==> config.mk <==
export PLATFORM = sky130hd
export DESIGN_NAME = spi_pkt_tx
export DESIGN_NICKNAME = d
export VERILOG_FILES = /design/src/rtl/spi_pkt_pkg.sv /design/src/rtl/spi_byte_shifter.sv /design/src/rtl/spi_pkt_tx.sv
export SDC_FILE = /design/constraint.sdc
export NUM_CORES = 1
export LEC_CHECK = 0
export ABC_AREA = 0
export CELL_PAD_IN_SITES_DETAIL_PLACEMENT = 0
export CELL_PAD_IN_SITES_GLOBAL_PLACEMENT = 1
export CORE_ASPECT_RATIO = 0.6
export CORE_MARGIN = 4
export CORE_UTILIZATION = 40
export CTS_CLUSTER_SIZE = 10
export DETAILED_ROUTE_END_ITERATION = 16
export MAX_ROUTING_LAYER = met4
export PLACE_DENSITY_LB_ADDON = 0.1
export SYNTH_ARGS = -nofsm -noshare
export SYNTH_HDL_FRONTEND = slang
export SYNTH_HIERARCHICAL = 1
export SYNTH_SLANG_ARGS = --single-unit
==> constraint.sdc <==
create_clock -name clk -period 2.45 [get_ports clk]
set_clock_uncertainty 0.05 [all_clocks]
set_input_delay 0.3675 -clock clk [delete_from_list [all_inputs] [get_ports clk]]
set_output_delay 0.3675 -clock clk [all_outputs]
set_load 0.02 [all_outputs]
==> src/rtl/spi_pkt_pkg.sv <==
// Shared types and constants for the SPI packet transmitter.
package spi_pkt_pkg;

  typedef enum logic [2:0] {
    IDLE     = 3'd0,
    CS_SETUP = 3'd1,
    HDR      = 3'd2,
    FETCH    = 3'd3,
    WAIT_VLD = 3'd4,
    SHIFT    = 3'd5,
    CS_HOLD  = 3'd6,
    GAP      = 3'd7
  } state_t;

  // First header byte, lets the receiver find the frame start.
  localparam logic [7:0] SYNC_BYTE   = 8'hA5;
  // Cycles allowed between a read strobe's WAIT_VLD entry and buf_valid.
  localparam int         VLD_TIMEOUT = 4;

endpackage

==> src/rtl/spi_byte_shifter.sv <==
// SCLK divider plus MSB-first shift register for one SPI mode-0 byte.
// A start pulse loads the byte and begins clocking; done pulses for one cycle
// after the eighth falling edge. MOSI changes only while SCLK is low.
module spi_byte_shifter #(
  parameter int DATA_WIDTH = 8,
  parameter int CLK_DIV    = 4
) (
  input  logic                  clk,
  input  logic                  rst,
  input  logic                  start,
  input  logic [DATA_WIDTH-1:0] din,
  output logic                  sclk,
  output logic                  mosi,
  output logic                  done
);

  logic [DATA_WIDTH-1:0] sreg;
  logic [15:0]           div_cnt;
  logic [2:0]            bit_cnt;
  logic                  active;

  // Half-period divider; shift on the falling edge so MOSI is stable at the rising edge.
  always_ff @(posedge clk) begin
    if (rst) begin
      active  <= 1'b0;
      sclk    <= 1'b0;
      done    <= 1'b0;
      sreg    <= '0;
      div_cnt <= '0;
      bit_cnt <= '0;
    end else begin
      done <= 1'b0;
      if (start) begin
        sreg    <= din;
        active  <= 1'b1;
        sclk    <= 1'b0;
        div_cnt <= '0;
        bit_cnt <= '0;
      end else if (active) begin
        if (div_cnt == 16'(CLK_DIV - 1)) begin
          div_cnt <= '0;
          if (!sclk) begin
            sclk <= 1'b1;
          end else begin
            sclk <= 1'b0;
            if (bit_cnt == 3'(DATA_WIDTH - 1)) begin
              active <= 1'b0;
              done   <= 1'b1;
            end else begin
              bit_cnt <= bit_cnt + 3'd1;
              sreg    <= {sreg[DATA_WIDTH-2:0], 1'b0};
            end
          end
        end else begin
          div_cnt <= div_cnt + 16'd1;
        end
      end
    end
  end

  assign mosi = sreg[DATA_WIDTH-1];

endmodule

==> src/rtl/spi_pkt_tx.sv <==
// SPI master that drains one packet from the packet buffer per pkt_start.
// Optional feature macro: SPI_PKT_HDR_EN -- when defined, each frame is
// prefixed with SYNC_BYTE and an 8-bit sequence number that advances on
// every successfully sent packet.
module spi_pkt_tx
  import spi_pkt_pkg::*;
#(
  parameter int DATA_WIDTH = 8,
  parameter int PKT_BYTES  = 60,
  parameter int CNT_WIDTH  = 14,
  parameter int CLK_DIV    = 4,
  parameter int CS_GAP     = 8
) (
  input  logic                  clk,
  input  logic                  rst,
  input  logic                  pkt_start,
  output logic                  buf_rd_en,
  input  logic [DATA_WIDTH-1:0] buf_dout,
  input  logic                  buf_valid,
  input  logic                  buf_rd_out,
  output logic                  spi_sclk,
  output logic                  spi_cs_n,
  output logic                  spi_mosi,
  output logic                  busy,
  output logic                  pkt_done,
  output logic                  pkt_err
);

  state_t                state_q, state_d;
  logic [15:0]           cnt_q, cnt_d;
  logic [CNT_WIDTH-1:0]  byte_cnt_q, byte_cnt_d;
  logic                  rd_en;
  logic                  done_d, err_d;
  logic                  sh_start, sh_done;
  logic [DATA_WIDTH-1:0] sh_data;
  logic                  cs_n_q, busy_q, done_q, err_q;
`ifdef SPI_PKT_HDR_EN
  logic [7:0]            seq_q, seq_d;
  logic                  hdr_sel_q, hdr_sel_d;
`endif

  spi_byte_shifter #(
    .DATA_WIDTH (DATA_WIDTH),
    .CLK_DIV    (CLK_DIV)
  ) u_shifter (
    .clk   (clk),
    .rst   (rst),
    .start (sh_start),
    .din   (sh_data),
    .sclk  (spi_sclk),
    .mosi  (spi_mosi),
    .done  (sh_done)
  );

  // Next-state, counter and strobe logic for the packet sequencer.
  always_comb begin
    state_d    = state_q;
    cnt_d      = cnt_q;
    byte_cnt_d = byte_cnt_q;
    rd_en      = 1'b0;
    done_d     = 1'b0;
    err_d      = 1'b0;
    sh_start   = 1'b0;
    sh_data    = buf_dout;
`ifdef SPI_PKT_HDR_EN
    seq_d      = seq_q;
    hdr_sel_d  = hdr_sel_q;
`endif
    case (state_q)
      IDLE: begin
        cnt_d      = '0;
        byte_cnt_d = '0;
        if (pkt_start) state_d = CS_SETUP;
      end
      CS_SETUP: begin
        if (cnt_q == 16'(CLK_DIV - 1)) begin
          cnt_d = '0;
`ifdef SPI_PKT_HDR_EN
          sh_start  = 1'b1;
          sh_data   = SYNC_BYTE;
          hdr_sel_d = 1'b0;
          state_d   = HDR;
`else
          state_d   = FETCH;
`endif
        end else begin
          cnt_d = cnt_q + 16'd1;
        end
      end
`ifdef SPI_PKT_HDR_EN
      HDR: begin
        if (sh_done) begin
          if (!hdr_sel_q) begin
            sh_start  = 1'b1;
            sh_data   = seq_q;
            hdr_sel_d = 1'b1;
          end else begin
            state_d = FETCH;
          end
        end
      end
`endif
      FETCH: begin
        cnt_d = '0;
        // Buffer claims to be empty before the payload is complete: underrun.
        if (buf_rd_out && (byte_cnt_q < CNT_WIDTH'(PKT_BYTES - 1))) begin
          err_d   = 1'b1;
          state_d = GAP;
        end else begin
          rd_en   = 1'b1;
          state_d = WAIT_VLD;
        end
      end
      WAIT_VLD: begin
        if (buf_valid) begin
          sh_start = 1'b1;
          sh_data  = buf_dout;
          cnt_d    = '0;
          state_d  = SHIFT;
        end else if (cnt_q == 16'(VLD_TIMEOUT - 1)) begin
          err_d   = 1'b1;
          cnt_d   = '0;
          state_d = GAP;
        end else begin
          cnt_d = cnt_q + 16'd1;
        end
      end
      SHIFT: begin
        if (sh_done) begin
          byte_cnt_d = byte_cnt_q + CNT_WIDTH'(1);
          cnt_d      = '0;
          if (byte_cnt_d == CNT_WIDTH'(PKT_BYTES)) state_d = CS_HOLD;
          else                                      state_d = FETCH;
        end
      end
      CS_HOLD: begin
        // Entry is already one cycle past the last falling edge, so exit at
        // CLK_DIV-2 to raise chip select CLK_DIV cycles after that edge.
        if (cnt_q >= 16'(CLK_DIV - 2)) begin
          done_d  = 1'b1;
          cnt_d   = '0;
          state_d = GAP;
`ifdef SPI_PKT_HDR_EN
          seq_d   = seq_q + 8'd1;
`endif
        end else begin
          cnt_d = cnt_q + 16'd1;
        end
      end
      GAP: begin
        if (cnt_q == 16'(CS_GAP - 1)) begin
          cnt_d   = '0;
          state_d = IDLE;
        end else begin
          cnt_d = cnt_q + 16'd1;
        end
      end
      default: begin
        state_d = IDLE;
      end
    endcase
  end

  // State, counters and registered outputs derived from the next state.
  always_ff @(posedge clk) begin
    if (rst) begin
      state_q    <= IDLE;
      cnt_q      <= '0;
      byte_cnt_q <= '0;
      cs_n_q     <= 1'b1;
      busy_q     <= 1'b0;
      done_q     <= 1'b0;
      err_q      <= 1'b0;
`ifdef SPI_PKT_HDR_EN
      seq_q      <= '0;
      hdr_sel_q  <= 1'b0;
`endif
    end else begin
      state_q    <= state_d;
      cnt_q      <= cnt_d;
      byte_cnt_q <= byte_cnt_d;
      cs_n_q     <= !(state_d inside {CS_SETUP, HDR, FETCH, WAIT_VLD, SHIFT, CS_HOLD});
      busy_q     <= (state_d != IDLE);
      done_q     <= done_d;
      err_q      <= err_d;
`ifdef SPI_PKT_HDR_EN
      seq_q      <= seq_d;
      hdr_sel_q  <= hdr_sel_d;
`endif
    end
  end

  assign buf_rd_en = rd_en;
  assign spi_cs_n  = cs_n_q;
  assign busy      = busy_q;
  assign pkt_done  = done_q;
  assign pkt_err   = err_q;

endmodule
# == Word-level counts from Yosys, hierarchy flattened ==
# Cells that the tools add are included.
# op_classes
addsub,4
n_mul,0
div,0
order_cmp,2
eq_ne,19
shift,0
muxes,40
n_bitwise,5
n_reduce_logical,19
# op_table
cell,n
16-bit 2-to-1 mux,6
16-bit one-hot mux with 6 select lines,1
8-bit 2-to-1 mux,5
16-bit by 1-bit adder with 16-bit output (second input constant),2
16-bit by 2-bit equality test with 1-bit output (second input constant),2
14-bit one-hot mux with 2 select lines,1
3-bit equality test (second input constant),8
3-bit 2-to-1 mux,8
3-bit one-hot mux with 7 select lines,1
16-bit by 3-bit equality test with 1-bit output (second input constant),1
16-bit by 2-bit greater-or-equal comparator with 1-bit output (second input constant),1
1-bit 2-to-1 mux,15
14-bit by 1-bit adder with 14-bit output (second input constant),1
14-bit by 6-bit equality test with 1-bit output (second input constant),1
14-bit by 6-bit less-than comparator with 1-bit output (second input constant),1
14-bit 2-to-1 mux,1
6-bit nonzero test,2
3-bit by 2-bit equality test with 1-bit output (second input constant),3
4-bit AND reduction,2
2-bit nonzero test,4
3-bit by 1-bit equality test with 1-bit output (second input constant),2
2-bit AND reduction,3
2-bit OR reduction,3
1-bit inverter,5
10 further kinds,10
# totals
regBits,67
latchBits,0
ram_bits,0
mem_bits_ro,0
inputBits,13
out_inout_bits,7
memories,0

# == Logic depth before layout (Yosys ltp) ==
# depth
ltp_word,8
ltp_mapped,9

# == Hierarchy ==
# Netlist, hierarchy kept.
# by_module_without_submodules
mod,instances,cells_each,area_per_inst_um2,seq_area_each_um2
spi_pkt_tx,1,277,2079.5,740.7
spi_byte_shifter,1,163,1446.4,600.6

# == Worst setup path before layout ==
# OpenSTA, ideal clock, no wires.
# synth_path
kind,flip-flop to flip-flop
start,register byte_cnt_q[0]
end,register cs_n_q (netlist: spi_cs_n)
setup_time_ns,0.120
arrival_ns,2.336
required_time_ns,2.280
slack_ns,-0.055
path_stages_with_launch,9
cell_sequence,dfxtp_1 ha_1 xnor2_1 or4b_4 nor4_2 o211ai_1 a221oi_2 a211oi_1 a211o_1
# synth_between
elab_chain_len,8
# synth_lines
item,line_no,source
from (decl),spi_pkt_tx.sv:31,"logic [CNT_WIDTH-1:0] byte_cnt_q, byte_cnt_d;"
from (signal assigned),spi_pkt_tx.sv:181,byte_cnt_q <= byte_cnt_d;
14-bit by 1-bit adder with 14-bit output,spi_pkt_tx.sv:130,byte_cnt_d = byte_cnt_q + CNT_WIDTH'(1);
14-bit by 6-bit equality test with 1-bit output,spi_pkt_tx.sv:132,if (byte_cnt_d == CNT_WIDTH'(PKT_BYTES)) state_d = CS_HOLD;
3-bit 2-to-1 mux,spi_pkt_tx.sv:132,
3-bit 2-to-1 mux,spi_pkt_tx.sv:129,if (sh_done) begin
3-bit one-hot mux with 7 select lines *,spi_pkt_tx.sv:69,case (state_q)
3-bit by 1-bit equality test with 1-bit output (tied with other cells),spi_pkt_tx.sv:182,"cs_n_q <= !(state_d inside {CS_SETUP, HDR, FETCH, WAIT_VLD, SHIFT, CS_HOLD});"
6-bit nonzero test *,spi_pkt_tx.sv:182,
1-bit zero test *,spi_pkt_tx.sv:182,
to (signal assigned),spi_pkt_tx.sv:182,
to (decl),spi_pkt_tx.sv:36,"logic cs_n_q, busy_q, done_q, err_q;"
# Every way passes the cells marked *; elsewhere a longest branch is shown, timed or not.
# A chain may end at the register's enable or synchronous reset.

# == Final worst setup path ==
# layout_path
start,register byte_cnt_q[1]
end,register cs_n_q (netlist: spi_cs_n)
# Same word-level chain as after synthesis.

==> impl_metrics.env <==
export IMPL_status="finished, final reports clean"
export IMPL_vias=3316
export IMPL_drc_errors=0
export IMPL_arrival_ns=2.54
export IMPL_synth_nets=460
export IMPL_die_area_sq_um=10430
export IMPL_place_congestion=0.8495
export IMPL_yosysTopAreaCell="dfxtp_1"
export IMPL_cpMaxStageDelayCell="a2111oi_1"
export IMPL_areaGrowthSynthToFinish_pct=23.99
export IMPL_max_slew_margin_rel=0.5357
export IMPL_cts_tree="built"
export IMPL_antenna_found_initial=0
export IMPL_grt_max_degree=30
export IMPL_synthTopCellsByArea="dfxtp_1, nor2_1, xnor2_1, xor2_1, a21oi_1"
export IMPL_viasPerCell=5.490
export IMPL_first_pass_iters=5
export IMPL_portBuffers=19
export IMPL_drt_iter0_drc=193
export IMPL_grt_usage=0.1901
export IMPL_fill_cells=832
export IMPL_setup_viol=0
export IMPL_fin_nets=507
export IMPL_synthArstFlopShare=0
export IMPL_hold_class="reg -> reg"
export IMPL_die_w_microns=129.2
export IMPL_numCtsBuffers=9
export IMPL_place_hpwl_mm=6.341
export IMPL_finalNonFillerCells=604
export IMPL_synth_cells=440
export IMPL_cts_root_buf="clkbuf_16"
export IMPL_period_share=0.9697
export IMPL_core_area_sq_um=8556
export IMPL_ys_dominant_reg_cell="dfxtp_1"
export IMPL_rows=26
export IMPL_htree_levels=3
export IMPL_grt_pass1_vias=3152
export IMPL_synth_most_common_cell="nor2_1"
export IMPL_dp_slack_ns=-0.3133
export IMPL_synth_area_sq_um=3526
export IMPL_io_pins=20
export IMPL_cellPowerDensity_nw_per_um2=564.9
export IMPL_synth_commonest_cells="nor2_1, dfxtp_1, nand2_1"
export IMPL_cp_required_ns=2.61
export IMPL_yosysUniqueCellTypes=56
export IMPL_grt_overflow=0
export IMPL_grt_pass1_wl_mm=15.27
export IMPL_wire_per_inst_microns=14.48
export IMPL_post_route_min_period_ns=2.376
export IMPL_start_util=0.4121
export IMPL_critPathKind="reg -> reg"
export IMPL_finish_instance_area_sq_um=4372
export IMPL_synth_top_area_frac=0.3804
export IMPL_placed_area_sq_um=4053
export IMPL_cts_num_sinks=67
export IMPL_ys_ff_latch=67
export IMPL_fmax_mhz=420.9
export IMPL_ys_seq_area_frac=0.3804
export IMPL_regArea_sq_um=1346
export IMPL_path_cells="ha_4, nor2_1, nor2_1, a211oi_1, buf_4, nand4_1, nand2_1, a2111oi_1, a211oi_1, a211o_1"
export IMPL_clk_pin_slew_ns=0.05
export IMPL_clk_latency_ns=0.33
export IMPL_total_leakage_power_nw=1.574
export IMPL_hold_viol_final=0
export IMPL_diodes=0
export IMPL_setup_tns_ns=0
export IMPL_dp_cells=587
export IMPL_layout_setup_ws_ns=0.07435
export IMPL_end_kind="flop"
export IMPL_syn_area_per_cell_sq_um=8.013
export IMPL_synth_edff_count=0
export IMPL_drv_cap=0
export IMPL_slowest_delay_ns=0.66
export IMPL_cp_max_fo=5
export IMPL_worst_pin_slew_ns=0.6947
export IMPL_fin_total_pwr_mw=2.470
export IMPL_ff2ff_setup_slack_ns=0.07
export IMPL_cp_start_kind="flop"
export IMPL_slew_viol_final=0
export IMPL_wl_mm=8.745
export IMPL_die_h_microns=80.73
export IMPL_peakVddDrop_mv=0.2781
export IMPL_hold_buffers=0
export IMPL_clockBufferDepth=2
export IMPL_ys_warn_count=6
export IMPL_antenna_left=0
export IMPL_drive_above_1_share=0.1606
export IMPL_multi_input_area_sq_um=2043
export IMPL_rsz0062_at_grt="yes"
## critical path, delay by kind of cell, from the launching register on
kind / cells / cell delay, ns
AOI/OAI and AO/OA: 4 / 1.21
and+or+nand+nor: 4 / 0.35
DFF: 1 / 0.35
adders and majority gates: 1 / 0.16
buffers and inverters: 1 / 0.15
## what timing repair did
action / in CTS / in global routing
pin swaps: 3 / 3
buffers inserted: 1 / 0
endpoints found under the setup margin: 2 / 3
gates resized for setup: 3 / 4
## per-stage QoR
step           utilization  hold WS [ns]
4_1_cts             0.5098        0.4392
3_5_place_dp        0.4737        0.4315
2_1_floorplan            -        0.4082
6_report            0.5110        0.4384
5_1_grt             0.5110        0.4574
3_3_place_gp        0.4737        0.4135
## kinds of logic (layout without fill, tap and decap cells)
logic type | count (synthesis) | count (layout) | synth area share
simple gates | 199 | 199 | 0.2846
compound gates | 98 | 98 | 0.1845
flops | 67 | 67 | 0.3804
buf+inv | 37 | 89 | 0.04577
xor+xnor | 31 | 31 | 0.07700
fa+ha+maj | 7 | 7 | 0.02484
mux | 1 | 1 | 0.002839
## power by group
part / switching [mW] / leakage, nW / internal, mW
registers: 0.00487 / 0.543 / 1.10
logic: 0.0611 / 0.888 / 0.0505
clock network: 0.465 / 0.144 / 0.793
## layout by cell type, fill, tap and decap left out, types with 3 or more instances in the layout
master           instances
nor2_1                  73
dfxtp_2                  4
xor2_1                  15
a41oi_1                  7
nor4_1                  10
dfxtp_1                 63
clkdlybuf4s50_1         18
a211oi_1                11
o21ai_1                 10
o21ai_0                 15
nor4_2                   3
nand2_1                 31
nor2b_1                  3
a221oi_2                 3
a21oi_1                 25
xnor2_1                 16
ha_1                     6
o211ai_1                 4
clkbuf_8                 4
or3_1                    6
inv_1                   13
nand3_1                 20
a31oi_1                  5
and3_2                   3
a22oi_1                  3
and3_1                   7
and4_1                   3
clkbuf_16                9
a21o_1                   3
buf_4                   40
nor3_1                  14
nand4_1                 12
## sequential cells by signal (all words and copies together) (netlist names)
signal	cells
u_shifter/active	1
pkt_err	1
spi_cs_n	1
u_shifter/bit_cnt	3
u_shifter/sreg	8
cnt_q	16
u_shifter/done	1
u_shifter/sclk	1
state_q	3
u_shifter/div_cnt	16
pkt_done	1
busy	1
byte_cnt_q	14
## cell type report
cell class | count | share of cell area
clock buffers | 13 | 0.06411
clock inverters | 3 | 0.004579
inverters | 14 | 0.01202
multi-input cells | 336 | 0.4674
flip-flops and latches | 67 | 0.3080
well taps | 112 | 0.03205
repair buffers | 59 | 0.1119
## metal layers
layer | vias up | routed length [microns] | track usage
met5 | - | 0 | -
met1 | 1523 | 4649 | 0.2734
li1 | 1687 | - | -
met2 | 96 | 3475 | 0.2598
met4 | 0 | 93 | 0.05136
met3 | 10 | 527 | 0.05050
## final timing paths
| kind | start | end | cells past startpoint |
|---|---|---|---|
| setup / recovery | byte_cnt_q[1] | spi_cs_n | 10 |
| hold / removal | u_shifter/bit_cnt[2] | u_shifter/bit_cnt[2] | 2 |
| setup reg to reg | byte_cnt_q[1] | spi_cs_n | 10 |
| hold reg to reg | u_shifter/bit_cnt[2] | u_shifter/bit_cnt[2] | 2 |
No activity file was read; power rests on OpenSTA's default activity.
